## src/rtl/mux_alu_src_if.sv

```systemverilog
// ALU operand-B source bundle: register/immediate operands, forwarding inputs,
// pipeline control and the combinational/registered results.
// The master side is the datapath around the mux; the slave side is mux_alu_src.
interface mux_alu_src_if #(
    parameter int DATA_WIDTH = 32
);
    logic [DATA_WIDTH-1:0] rd2;
    logic [DATA_WIDTH-1:0] imm;
    logic                  ALUSrc;
    logic [1:0]            fwd_sel;
    logic [DATA_WIDTH-1:0] ex_mem_result;
    logic [DATA_WIDTH-1:0] mem_wb_result;
    logic                  valid_in;
    logic                  stall;
    logic                  flush;
    logic [DATA_WIDTH-1:0] saida;
    logic [DATA_WIDTH-1:0] saida_q;
    logic                  alusrc_q;
    logic                  valid_q;

    modport master (
        output rd2, imm, ALUSrc, fwd_sel, ex_mem_result, mem_wb_result,
               valid_in, stall, flush,
        input  saida, saida_q, alusrc_q, valid_q
    );

    modport slave (
        input  rd2, imm, ALUSrc, fwd_sel, ex_mem_result, mem_wb_result,
               valid_in, stall, flush,
        output saida, saida_q, alusrc_q, valid_q
    );
endinterface

```

## src/rtl/mux_alu_src.sv

```systemverilog
// ALU operand-B source select for the RV32I datapath.
// saida is a zero-latency combinational pick of imm or the register operand;
// saida_q/alusrc_q/valid_q are the EX-stage registered copies with stall/flush.
// Optional feature macro: MUX_ALU_SRC_FWD_EN
//   defined   -> fwd_sel chooses rd2 / ex_mem_result / mem_wb_result
//   undefined -> register operand is always rd2 (forwarding ports ignored)
module mux_alu_src #(
    parameter int DATA_WIDTH = 32
) (
    input  logic          clk,
    input  logic          rst_n,
    mux_alu_src_if.slave  bus
);

    localparam logic [1:0] FWD_RF    = 2'b00;
    localparam logic [1:0] FWD_EXMEM = 2'b01;
    localparam logic [1:0] FWD_MEMWB = 2'b10;

    logic [DATA_WIDTH-1:0] reg_op;
    logic [DATA_WIDTH-1:0] sel_op;
    logic [DATA_WIDTH-1:0] saida_r;
    logic                  alusrc_r;
    logic                  valid_r;

`ifdef MUX_ALU_SRC_FWD_EN
    // Forwarding decode for the register operand; the reserved code falls back to rd2.
    always_comb begin
        reg_op = bus.rd2;
        case (bus.fwd_sel)
            FWD_RF:    reg_op = bus.rd2;
            FWD_EXMEM: reg_op = bus.ex_mem_result;
            FWD_MEMWB: reg_op = bus.mem_wb_result;
            default:   reg_op = bus.rd2;
        endcase
    end
`else
    // Forwarding disabled: the register operand is always the register-file read.
    always_comb begin
        reg_op = bus.rd2;
    end

    logic unused_fwd;
    assign unused_fwd = ^{FWD_RF, FWD_EXMEM, FWD_MEMWB, bus.fwd_sel,
                          bus.ex_mem_result, bus.mem_wb_result};
`endif

    // Operand-B select: immediate or register operand, full-width pass-through.
    always_comb begin
        sel_op = reg_op;
        if (bus.ALUSrc) begin
            sel_op = bus.imm;
        end
    end

    assign bus.saida = sel_op;

    // EX-stage register: flush wins over stall; otherwise capture regardless of valid.
    always_ff @(posedge clk or negedge rst_n) begin
        if (!rst_n) begin
            saida_r  <= '0;
            alusrc_r <= 1'b0;
            valid_r  <= 1'b0;
        end else if (bus.flush) begin
            saida_r  <= '0;
            alusrc_r <= 1'b0;
            valid_r  <= 1'b0;
        end else if (!bus.stall) begin
            saida_r  <= sel_op;
            alusrc_r <= bus.ALUSrc;
            valid_r  <= bus.valid_in;
        end
    end

    assign bus.saida_q  = saida_r;
    assign bus.alusrc_q = alusrc_r;
    assign bus.valid_q  = valid_r;

endmodule

```

## src/flat_wrapper.sv

```systemverilog
// flat-port wrapper written by rule: the top's interface ports become plain ports
module mux_alu_src_flat 
#(
    parameter int DATA_WIDTH = 32
)
  (clk, rst_n, bus_rd2, bus_imm, bus_ALUSrc, bus_fwd_sel, bus_ex_mem_result, bus_mem_wb_result, bus_valid_in, bus_stall, bus_flush, bus_saida, bus_saida_q, bus_alusrc_q, bus_valid_q);
  mux_alu_src_if #(.DATA_WIDTH(DATA_WIDTH)) bus_i ();
  input  logic clk;
  input  logic rst_n;
  input wire logic [$bits(bus_i.rd2)-1:0] bus_rd2;
  input wire logic [$bits(bus_i.imm)-1:0] bus_imm;
  input wire logic [$bits(bus_i.ALUSrc)-1:0] bus_ALUSrc;
  input wire logic [$bits(bus_i.fwd_sel)-1:0] bus_fwd_sel;
  input wire logic [$bits(bus_i.ex_mem_result)-1:0] bus_ex_mem_result;
  input wire logic [$bits(bus_i.mem_wb_result)-1:0] bus_mem_wb_result;
  input wire logic [$bits(bus_i.valid_in)-1:0] bus_valid_in;
  input wire logic [$bits(bus_i.stall)-1:0] bus_stall;
  input wire logic [$bits(bus_i.flush)-1:0] bus_flush;
  output wire logic [$bits(bus_i.saida)-1:0] bus_saida;
  output wire logic [$bits(bus_i.saida_q)-1:0] bus_saida_q;
  output wire logic [$bits(bus_i.alusrc_q)-1:0] bus_alusrc_q;
  output wire logic [$bits(bus_i.valid_q)-1:0] bus_valid_q;
  assign bus_i.rd2 = bus_rd2;
  assign bus_i.imm = bus_imm;
  assign bus_i.ALUSrc = bus_ALUSrc;
  assign bus_i.fwd_sel = bus_fwd_sel;
  assign bus_i.ex_mem_result = bus_ex_mem_result;
  assign bus_i.mem_wb_result = bus_mem_wb_result;
  assign bus_i.valid_in = bus_valid_in;
  assign bus_i.stall = bus_stall;
  assign bus_i.flush = bus_flush;
  assign bus_saida = bus_i.saida;
  assign bus_saida_q = bus_i.saida_q;
  assign bus_alusrc_q = bus_i.alusrc_q;
  assign bus_valid_q = bus_i.valid_q;
  mux_alu_src #(.DATA_WIDTH(DATA_WIDTH)) u_core (.clk(clk), .rst_n(rst_n), .bus(bus_i));
endmodule
```

## config.mk

```make
export PLATFORM = sky130hd
export DESIGN_NAME = mux_alu_src_flat
export DESIGN_NICKNAME = d
export VERILOG_FILES = /design/src/rtl/mux_alu_src_if.sv /design/src/rtl/mux_alu_src.sv /design/src/flat_wrapper.sv
export SDC_FILE = /design/constraint.sdc
export NUM_CORES = 1
export LEC_CHECK = 0
export BUFFER_PORTS_ARGS = -buffer_cell sky130_fd_sc_hd__buf_2
export CORE_MARGIN = 2
export CORE_UTILIZATION = 36
export CTS_BUF_LIST = sky130_fd_sc_hd__clkbuf_16
export DETAILED_ROUTE_END_ITERATION = 10
export PLACE_DENSITY = 0.86
export SLEW_MARGIN = 20
export SYNTH_ARGS = -nofsm -noshare
export SYNTH_HDL_FRONTEND = slang
export SYNTH_SLANG_ARGS = --single-unit
```

## constraint.sdc

```tcl
create_clock -name clk -period 1 [get_ports clk]
set_input_delay 0.2 -clock clk [delete_from_list [all_inputs] [get_ports clk]]
set_output_delay 0.2 -clock clk [all_outputs]
set_load 0.01 [all_outputs]
```

== After elaboration in Yosys (flattened, before gate mapping) ==
Cells that the tools add are included.

* Muxes and demuxes: 7
* Eq/ne operators: 1

{| class="wikitable"
|+ Operators by type and width
! operator !! count
|-
| two-way mux 32 bit || 3
|-
| two-way mux 1 bit || 4
|-
| inequality test 2 x 1 -> 1 bit (second input constant) || 1
|}

* Output and inout bits: 66
* Input port bits: 136
* Word-level logic and storage cells: 11
* Register bits: 34

== Longest topological paths before layout ==
Gate-level depths: netlist of run 1.

* Depth after elaboration: 3
* Mapped depth: 4
* Gate-level depth less buffers: 2

== Worst setup path before layout of run 1 ==
OpenSTA, ideal clock, no wires.

* Kind: input to register
* Start point: in bus_ALUSrc
* End point: reg u_core.saida_r[0], in the netlist u_core.bus.saida_q[0]
* Setup slack: -0.097 ns
* Setup time: 0.120 ns
* Stages on the path: 4
* Arrival time: 0.977 ns
* Path buffers: 2
* Required time: 0.880 ns
* Path through: buf_6 > buf_12 > mux2_4 > o211a_1

* Longest elaborated chain between the ends: 3

{| class="wikitable"
|+ RTL lines
! element !! RTL line !! text
|-
| from (decl) || flat_wrapper.sv:12 || <nowiki>input wire logic [$bits(bus_i.ALUSrc)-1:0] bus_ALUSrc;</nowiki>
|-
| two-way mux 32 bit || mux_alu_src.sv:50 || <nowiki>if (bus.ALUSrc) begin</nowiki>
|-
| via bus_saida[0] || flat_wrapper.sv:19 || <nowiki>output wire logic [$bits(bus_i.saida)-1:0] bus_saida;</nowiki>
|-
| two-way mux 32 bit || mux_alu_src.sv:67 || <nowiki>end else if (!bus.stall) begin</nowiki>
|-
| two-way mux 32 bit || mux_alu_src.sv:63 || <nowiki>end else if (bus.flush) begin</nowiki>
|-
| to (signal assigned) || mux_alu_src.sv:68 || <nowiki>saida_r <= sel_op;</nowiki>
|-
| to (decl) || mux_alu_src.sv:21 || <nowiki>logic [DATA_WIDTH-1:0] saida_r;</nowiki>
|}

The timed path passes the listed nets, and every way through them passes these cells. The select of a mux whose other input is x is not followed.
A chain may end at the register's enable or synchronous reset.

== Worst setup path after layout of run 1 ==
* Start point: in bus_ALUSrc
* End point: out bus_saida[5]

* Longest elaborated chain between the ends: 1

{| class="wikitable"
|+ RTL lines
! element !! RTL line
|-
| two-way mux 32 bit || mux_alu_src.sv:50
|-
| to (decl) || flat_wrapper.sv:19
|}

No other way between the ends.

==> results.py, run 1 <==
metrics = {
    "power": {
        "combPwrFrac_pct": 30.1,
        "power_leakage_uw": 0.00201,
        "switching_share_pct": 25.3,
        "ir_drop_v": 0.000774,
        "power_density_nw_per_um2": 1250,
        "pwr-share-clk_pct": 33.4,
        "seqPwrFrac_pct": 36.4,
        "intPower_uw": 3110,
        "p_sw_uw": 1060,
    },
    "sta": {
        "layout_setup_ws_ns": -0.130,
        "relSlewSlack_pct": 77.3,
        "hold_viol": 0,
        "max_freq_ghz": 0.885,
        "final.min_clock_period_ns": 1.13,
        "fin_skew_ns": 0,
        "grt_setup_unrepaired": "yes",
        "setup_viol": 33,
        "tightest_slew_ns": 0.341,
        "maxSlewViolCount": 0,
        "period_share_pct": 113,
    },
    "cts": {
        "cts.sinks": 34,
        "cts_tree": "done",
        "htreeDepth": 2,
        "cts_buffers": 5,
        "insertion_delay_ns": 0.27,
        "clock_tree.root_cell": "clkbuf_16",
        "clkTransAtPathRegs_ns": 0.05,
        "cts_max_path_buffers": 2,
    },
    "worst_hold_path": {
        "hold_path_class": "in -> reg",
    },
    "yosys": {
        "yosysWarningCount": 0,
        "synth_area_leaders": "dfrtp_1, mux2_4, o211a_1, nand2b_1, buf_12",
        "ys_seq_elements": 34,
        "yosysSeqAreaShare_pct": 42.6,
        "avgSynthCellArea_um2": 13.4,
        "synth_cells": 149,
        "syn-cell-area_um2": 2000,
        "yosys.area.top_type_share_pct": 42.6,
        "syn-num-nets": 285,
        "synth.largest_area_cell": "dfrtp_1",
        "synth_cell_types": 13,
    },
    "status": {
        "status": "finished, violations left",
        "violations": "negative setup slack",
    },
    "die": {
        "die_h_um": 78.5,
        "die_x_um": 78.5,
        "initial_core_util_pct": 36.7,
        "num_rows": 27,
        "num_io_pins": 202,
        "core_um2": 5440,
        "die_area_um2": 6160,
    },
    "place": {
        "portBuffers": 135,
        "place_area_um2": 2780,
        "dp_worst_setup_slack_ns": -0.234,
        "hpwl_um": 3840,
        "gp_congestion": 0.685,
    },
    "drt": {
        "detail_route.wl_per_cell_um": 15.6,
        "viasPerCell": 4.76,
        "drc": 0,
        "drtIter0Drc": 35,
        "first_pass_iters": 4,
        "ant_nets": 0,
        "route.vias.total": 1767,
        "wl_um": 5810,
    },
    "worst_setup_path": {
        "critPathMaxFanout": 8,
        "worstSetupEndpointType": "output pin",
        "arrival_ns": 0.93,
        "cp-start-kind": "primary input",
        "crit_type": "in -> out",
        "cp.required_ns": 0.80,
    },
    "global_route": {
        "grt_pass1_vias": 1850,
        "antenna_found_initial": 0,
        "grt_pass1_wl_um": 8870,
        "overflow": 0,
        "grt_use_total_pct": 18.6,
        "grt_max_degree": 43,
    },
    "layout": {
        "diodes": 0,
        "layout-drive-gt1-share_pct": 64.2,
        "design_area_um2": 3330,
        "fin_nets": 434,
        "syn_to_final_growth_pct": 66.6,
        "final_util_pct": 61.2,
        "fillCellCount": 433,
    },
    "flow_run": {
        "drv_cap": 0,
    },
}
## timing repair
action	4_1_cts	5_1_grt
endpoints found under the setup margin	33	51
gates cloned	3	0
buffers inserted	7	3
hold buffers	1	0
resized for setup	43	4
endpoints found under the hold margin	13	0
## flip-flops by register name (all words and copies together), names as in the netlist
register / count
u_core.bus.saida_q: 32
u_core.bus.valid_q: 1
u_core.bus.alusrc_q: 1
## placed cells by master, fill, tap and decap left out
master         netlist  layout
buf_12               3       8
buf_16               0       3
buf_2                1      99
buf_4                4      10
buf_6                1      35
clkbuf_16            0       5
clkinv_1             0       3
dfrtp_1             34      34
dlygate4sd3_1        0       1
inv_1                1       1
mux2_4              29      32
mux2i_1              2       2
nand2b_1            32      32
nor2_1               2       2
o211a_1             32      32
## Yosys cell counts
library cell and n:
inv_1 1, nand2b_1 32, buf_2 1, mux2i_1 2, dfrtp_1 34, o211a_1 32, buf_12 3, buf_6 1
clkbuf_1 5, mux2_4 29, nor2_1 2, mux2_2 3, buf_4 4
## per-layer routing
layer	global-route usage, %	part of all wire, %	up-vias	routed length [um]
li1	-	-	838	-
met1	21.7	41	841	2360
met2	33.6	52	86	3000
met3	4.37	7.1	2	415
met4	5.79	0.40	0	23
met5	0	0	-	0
## area by class of cell
cell class,instances,area [um^2],area share [%]
Timing Repair Buffer,156,1220,36.6
Clock inverter,3,11.3,0.338
Sequential cell,34,851,25.6
Inverter,1,3.75,0.113
Clock buffer,5,125,3.76
Tap cell,72,90.1,2.71
Multi-Input combinational cell,100,1030,30.9
## per-stage QoR
step / TNS [ns] / std cells / hold WS [ns] / power, uW
2_1_floorplan: -2.66 / 149 / -0.0956 / 2100
3_3_place_gp: -11.09 / 349 / 0.118 / 2510
3_5_place_dp: -12.08 / 349 / 0.119 / 2530
4_1_cts: -3.63 / 368 / 0.108 / 4190
5_1_grt: -4.38 / 371 / 0.118 / 4380
6_report: -3.74 / 371 / 0.111 / 4170
## worst max-delay path, stage by stage
cell and delay, ns:
buf_12 0.13, buf_12 0.15, mux2_4 0.32, buf_6 0.13
## final timing paths
| path | from | to | slack [ns] | cells after the start |
|---|---|---|---|---|
| hold / removal | bus_flush | u_core.bus.valid_q | 0.11 | 2 |
| setup reg to reg | u_core.bus.saida_q[6] | u_core.bus.saida_q[6] | 0.15 | 3 |
| setup / recovery | bus_ALUSrc | bus_saida[5] | -0.13 | 4 |
| min in group asynchronous | rst_n | u_core.bus.saida_q[6] | 0.38 | 2 |
| max in group asynchronous | rst_n | u_core.bus.saida_q[7] | 0.20 | 3 |
| hold reg to reg | u_core.bus.valid_q | u_core.bus.valid_q | 0.55 | 2 |
## cells by family after synthesis
| family | synth area share, % |
|---|---|
| multiplexers | 24.5 |
| flip-flops | 42.6 |
| AND/OR/NAND/NOR | 10.4 |
| AO/OA/AOI/OAI | 16.0 |
| buffers and inverters | 6.45 |
## power by group through the flow
stage | clock network [uW] | registers (uW) | logic (uW)
2_1_floorplan | 0 | 1580 | 515
3_3_place_gp | 0 | 1530 | 975
3_5_place_dp | 0 | 1540 | 995
4_1_cts | 1440 | 1520 | 1230
5_1_grt | 1510 | 1530 | 1340
6_report | 1390 | 1520 | 1260
Note: power is estimated with default switching activity, not from simulation.
==> run 2, diff against run 1 <==
Settings changed: CTS_CLUSTER_SIZE set to 16, SKIP_LAST_GASP set to 1.
==> results.py, run 2 (synthesis gave the netlist of run 1 again) <==
metrics = {
    "cts": {
        "htreeDepth": 2,
        "cts_tree": "done",
        "cts_max_path_buffers": 2,
        "cts_buffers": 5,
        "insertion_delay_ns": 0.27,
        "clkTransAtPathRegs_ns": 0.05,
        "cts.sinks": 34,
        "clock_tree.root_cell": "clkbuf_16",
    },
    "die": {
        "die_area_um2": 6160,
        "num_io_pins": 202,
        "num_rows": 27,
        "initial_core_util_pct": 36.7,
        "die_h_um": 78.5,
        "core_um2": 5440,
        "die_x_um": 78.5,
    },
    "power": {
        "power_density_nw_per_um2": 1250,
        "ir_drop_v": 0.000774,
        "power_leakage_uw": 0.00201,
    },
    "layout": {
        "diodes": 0,
        "layout_commonest_cell": "buf_2",
        "layout-drive-gt1-share_pct": 64.2,
        "syn_to_final_growth_pct": 66.6,
        "fillCellCount": 433,
        "design_area_um2": 3330,
        "largest_reg_flops": 32,
        "layout_common_cells": "buf_2, buf_6, dfrtp_1",
        "final_cells": 371,
        "fin_nets": 434,
    },
    "worst_setup_path": {
        "arrival_ns": 0.93,
        "crit_path_top_delay_cell": "mux2_4",
        "cpMostUsedCell": "buf_12",
        "worstPathCellList": "buf_12 -> buf_12 -> mux2_4 -> buf_6",
        "crit_type": "in -> out",
        "critPathMaxFanout": 8,
        "worstSetupEndpointType": "output pin",
        "cpPeakStageDelay_ns": 0.32,
        "cp.required_ns": 0.80,
        "cp-start-kind": "primary input",
        "r2r_cells": 3,
    },
    "sta": {
        "max_freq_ghz": 0.885,
        "tightest_slew_ns": 0.341,
        "grt_setup_unrepaired": "yes",
        "relSlewSlack_pct": 77.3,
        "fin_hold_ws_ns": 0.111,
        "maxSlewViolCount": 0,
        "period_share_pct": 113,
        "setup_viol": 33,
        "layout_setup_ws_ns": -0.130,
        "fin_skew_ns": 0,
        "hold_viol": 0,
        "final.min_clock_period_ns": 1.13,
        "setup_tns_ns": -3.74,
    },
    "global_route": {
        "grt_use_total_pct": 18.6,
        "overflow": 0,
        "grt_max_degree": 43,
        "antenna_found_initial": 0,
        "grt_pass1_vias": 1850,
        "grt_pass1_wl_um": 8870,
    },
    "drt": {
        "ant_nets": 0,
        "route.vias.total": 1767,
        "first_pass_iters": 4,
        "wl_um": 5810,
        "drc": 0,
        "drtIter0Drc": 39,
        "viasPerCell": 4.76,
        "detail_route.wl_per_cell_um": 15.6,
    },
    "place": {
        "place_inst": 349,
        "dp_worst_setup_slack_ns": -0.234,
        "place_area_um2": 2780,
        "hpwl_um": 3840,
        "gp_congestion": 0.685,
        "portBuffers": 135,
    },
    "status": {
        "status": "finished, violations left",
        "violations": "negative setup slack",
    },
    "worst_hold_path": {
        "hold_path_class": "in -> reg",
        "hold_depth": 2,
    },
    "flow_run": {
        "drv_cap": 0,
    },
}
[run 2: metrics by stage]
stage               utilization, %  power, uW
floorplan                        -       2100
global placement              51.1       2510
detailed placement            51.1       2530
CTS                           60.4       4190
global route                  61.2       4380
finish                        61.2       4170
[run 2: timing repair]
action / CTS / global route
endpoints found under the setup margin: 33 / 51
hold endpoints to repair: 13 / 0
gates cloned: 3 / 0
buffers inserted: 7 / 3
resized for setup: 43 / 4
hold buffers: 1 / 0
pin swaps: 0 / 0
[run 2: path summary, 6_finish.rpt]
| check | start | end | slack [ns] |
|---|---|---|---|
| min in group asynchronous | rst_n | u_core.bus.saida_q[6] | 0.38 |
| min reg2reg | u_core.bus.valid_q | u_core.bus.valid_q | 0.55 |
| min | bus_flush | u_core.bus.valid_q | 0.11 |
| max reg2reg | u_core.bus.saida_q[6] | u_core.bus.saida_q[6] | 0.15 |
| max | bus_ALUSrc | bus_saida[5] | -0.13 |
| max in group asynchronous | rst_n | u_core.bus.saida_q[7] | 0.20 |
[run 2: routing by layer]
metal  up-vias  routed length (um)  global-route usage, %
li1        838                   -                      -
met1       841                2360                   21.7
met2        86                3000                   33.6
met3         2                 415                   4.37
met4         0                  23                   5.79
met5         -                   0                      0
[run 2: where the power goes]
group	internal, uW	leakage [uW]	total [uW]	switching, uW
sequential	1470	0.000442	1520	44.7
combinational	745	0.00151	1260	511
clock	893	0.0000663	1390	500
[run 2: worst max-delay path, delay by kind of cell]
family | cells | cell delay (ns)
buffers and inverters | 3 | 0.41
multiplexers | 1 | 0.32
[run 2: area by class of cell]
type / instances / area (um^2) / area share, %
well taps: 72 / 90.1 / 2.71
repair buffers: 156 / 1220 / 36.6
flip-flops and latches: 34 / 851 / 25.6
clock buffers: 5 / 125 / 3.76
multi-input cells: 100 / 1030 / 30.9
clock inverters: 3 / 11.3 / 0.338
inverters: 1 / 3.75 / 0.113
==> run 3, diff against run 2 <==
Settings changed: CAP_MARGIN set to 20, CELL_PAD_IN_SITES_DETAIL_PLACEMENT set to 1, CELL_PAD_IN_SITES_GLOBAL_PLACEMENT set to 2, CORE_UTILIZATION 36 to 19.
==> results.py, run 3 (synthesis gave the netlist of run 1 again) <==
metrics = {
    "status": {
        "status": "finished, violations left",
        "violations": "negative setup slack",
    },
    "worst_setup_path": {
        "crit_cells": 4,
        "r2r_slack_ns": 0.13,
        "cp.required_ns": 0.80,
        "crit_path_end": "bus_saida[0]",
        "r2r-start": "u_core.bus.saida_q[14]",
        "crit_type": "in -> out",
        "worstPathCellList": "buf_12 -> buf_16 -> mux2_4 -> buf_6",
        "cpPeakStageDelay_ns": 0.31,
        "critPathBufInv": 3,
        "critPathMaxFanout": 8,
        "r2r_cells": 3,
        "path_delay_family": "buffers and inverters",
        "worstSetupEndpointType": "output pin",
        "crit_path_start": "bus_ALUSrc",
        "arrival_ns": 0.92,
        "crit_path_top_delay_cell": "mux2_4",
        "r2r_end": "u_core.bus.saida_q[14]",
        "cp-start-kind": "primary input",
    },
    "global_route": {
        "use_met3_pct": 2.45,
        "grt_max_degree": 43,
        "grt_use_met2_pct": 20.9,
        "grt-busiest-layer": "met2",
        "overflow": 0,
        "grt_pass1_wl_um": 10100,
        "grt_use_total_pct": 11.1,
        "met1_usage_pct": 12.3,
        "grt_pass1_vias": 1996,
        "antenna_found_initial": 0,
    },
    "worst_hold_path": {
        "hold_depth": 2,
        "hp-start": "bus_flush",
        "hold_path_class": "in -> reg",
    },
    "sta": {
        "tightest_slew_ns": 0.200,
        "period_share_pct": 112,
        "fin_skew_ns": 0,
        "maxSlewViolCount": 0,
        "grt_setup_unrepaired": "yes",
        "setup_tns_ns": -3.57,
        "max_freq_ghz": 0.893,
        "hold_viol": 0,
        "fin_hold_ws_ns": 0.102,
        "setup_viol": 35,
        "layout_setup_ws_ns": -0.120,
        "final.min_clock_period_ns": 1.12,
        "relSlewSlack_pct": 86.7,
    },
    "layout": {
        "final_cells": 440,
        "final_util_pct": 33.2,
        "fin_nets": 440,
        "largest_reg_flops": 32,
        "layout_common_cells": "buf_2, buf_6, dfrtp_1",
        "syn_to_final_growth_pct": 70.8,
        "layout_commonest_cell": "buf_2",
        "diodes": 0,
        "layout-drive-gt1-share_pct": 65.1,
    },
    "place": {
        "dp_worst_setup_slack_ns": -0.276,
        "portBuffers": 135,
        "hpwl_um": 4460,
        "place_inst": 413,
        "gp_congestion": 0.661,
    },
    "drt": {
        "drtIter0Drc": 44,
        "wl_um": 6410,
        "route.vias.total": 1827,
        "ant_nets": 0,
        "drc": 0,
        "first_pass_iters": 4,
        "viasPerCell": 4.15,
        "detail_route.wl_per_cell_um": 14.6,
    },
    "cts": {
        "cts_buffers": 5,
        "htreeDepth": 2,
        "clkTransAtPathRegs_ns": 0.05,
        "cts.sinks": 34,
        "cts_tree": "done",
        "insertion_delay_ns": 0.27,
        "clock_tree.root_cell": "clkbuf_16",
        "cts_max_path_buffers": 2,
    },
    "power": {
        "seqPwrFrac_pct": 36.0,
        "power_leakage_uw": 0.00202,
        "power_density_nw_per_um2": 1240,
        "ir_drop_v": 0.000562,
        "p_sw_uw": 1110,
        "combPwrFrac_pct": 29.8,
        "intPower_uw": 3110,
        "switching_share_pct": 26.2,
        "pwr-share-clk_pct": 34.2,
    },
    "die": {
        "core_um2": 10300,
        "die_x_um": 107,
        "num_io_pins": 202,
        "initial_core_util_pct": 19.4,
        "die_h_um": 107,
        "num_rows": 37,
        "die_area_um2": 11300,
    },
    "flow_run": {
        "drv_cap": 0,
    },
}
-- run 3: cell types whose count changed in the layout (fill, tap and decap cells not counted) --
cell,before,now
mux2_4,32,29
buf_16,3,2
buf_6,35,34
mux2_2,0,3
buf_4,10,17
buf_2,99,100
clkinv_1,3,0
inv_1,1,3
-- run 3: per-stage QoR --
stage / area (um^2) / power, uW
2_1_floorplan: 2000 / 2100
3_3_place_gp: 2860 / 2530
3_5_place_dp: 2860 / 2550
4_1_cts: 3330 / 4250
5_1_grt: 3410 / 4450
6_report: 3410 / 4220
-- run 3: worst register-to-register path, stage by stage, from the launching register on --
cell and delay (ns):
dfrtp_1 0.38, buf_4 0.13, nand2b_1 0.13, o211a_1 0.12
-- run 3: layout make-up --
cell class | count | area [um^2]
inverter | 1 | 3.75
tap | 136 | 170
clock inverter | 2 | 7.51
fill | 1173 | 6870
multi-input combinational | 100 | 1020
clock buffer | 5 | 125
sequential | 34 | 851
timing repair buffer | 162 | 1240
-- run 3: how the worst min path moves through the flow --
stage / to / slack [ns]
finish: u_core.bus.valid_q / 0.10
detailed placement: u_core.bus.saida_q[4] / 0.19
CTS: u_core.bus.valid_q / 0.1
global route: u_core.bus.alusrc_q / 0.11
global placement: u_core.bus.saida_q[8] / 0.18
floorplan: u_core.bus.alusrc_q / -0.1
-- run 3: repair_timing --
| item | 4_1_cts | 5_1_grt |
|---|---|---|
| endpoints found under the setup margin | 41 | 64 |
| hold buffers | 1 | 0 |
| setup buffers | 10 | 7 |
| endpoints found under the hold margin | 34 | 0 |
| cloned | 2 | 0 |
| resized for setup | 35 | 6 |
-- run 3: power groups by stage --
stage          combinational, uW  sequential (uW)  clock [uW]
2_1_floorplan                515             1580           0
3_3_place_gp                 994             1530           0
3_5_place_dp                1010             1540           0
4_1_cts                     1220             1510        1510
5_1_grt                     1350             1530        1570
6_report                    1260             1520        1440
-- run 3: per-layer routing --
layer  routed length, um  vias to the layer above
met3                 388                       10
met4                  94                        0
met2                3560                       71
met1                2370                      902
met5                   0                        -
li1                    -                      844
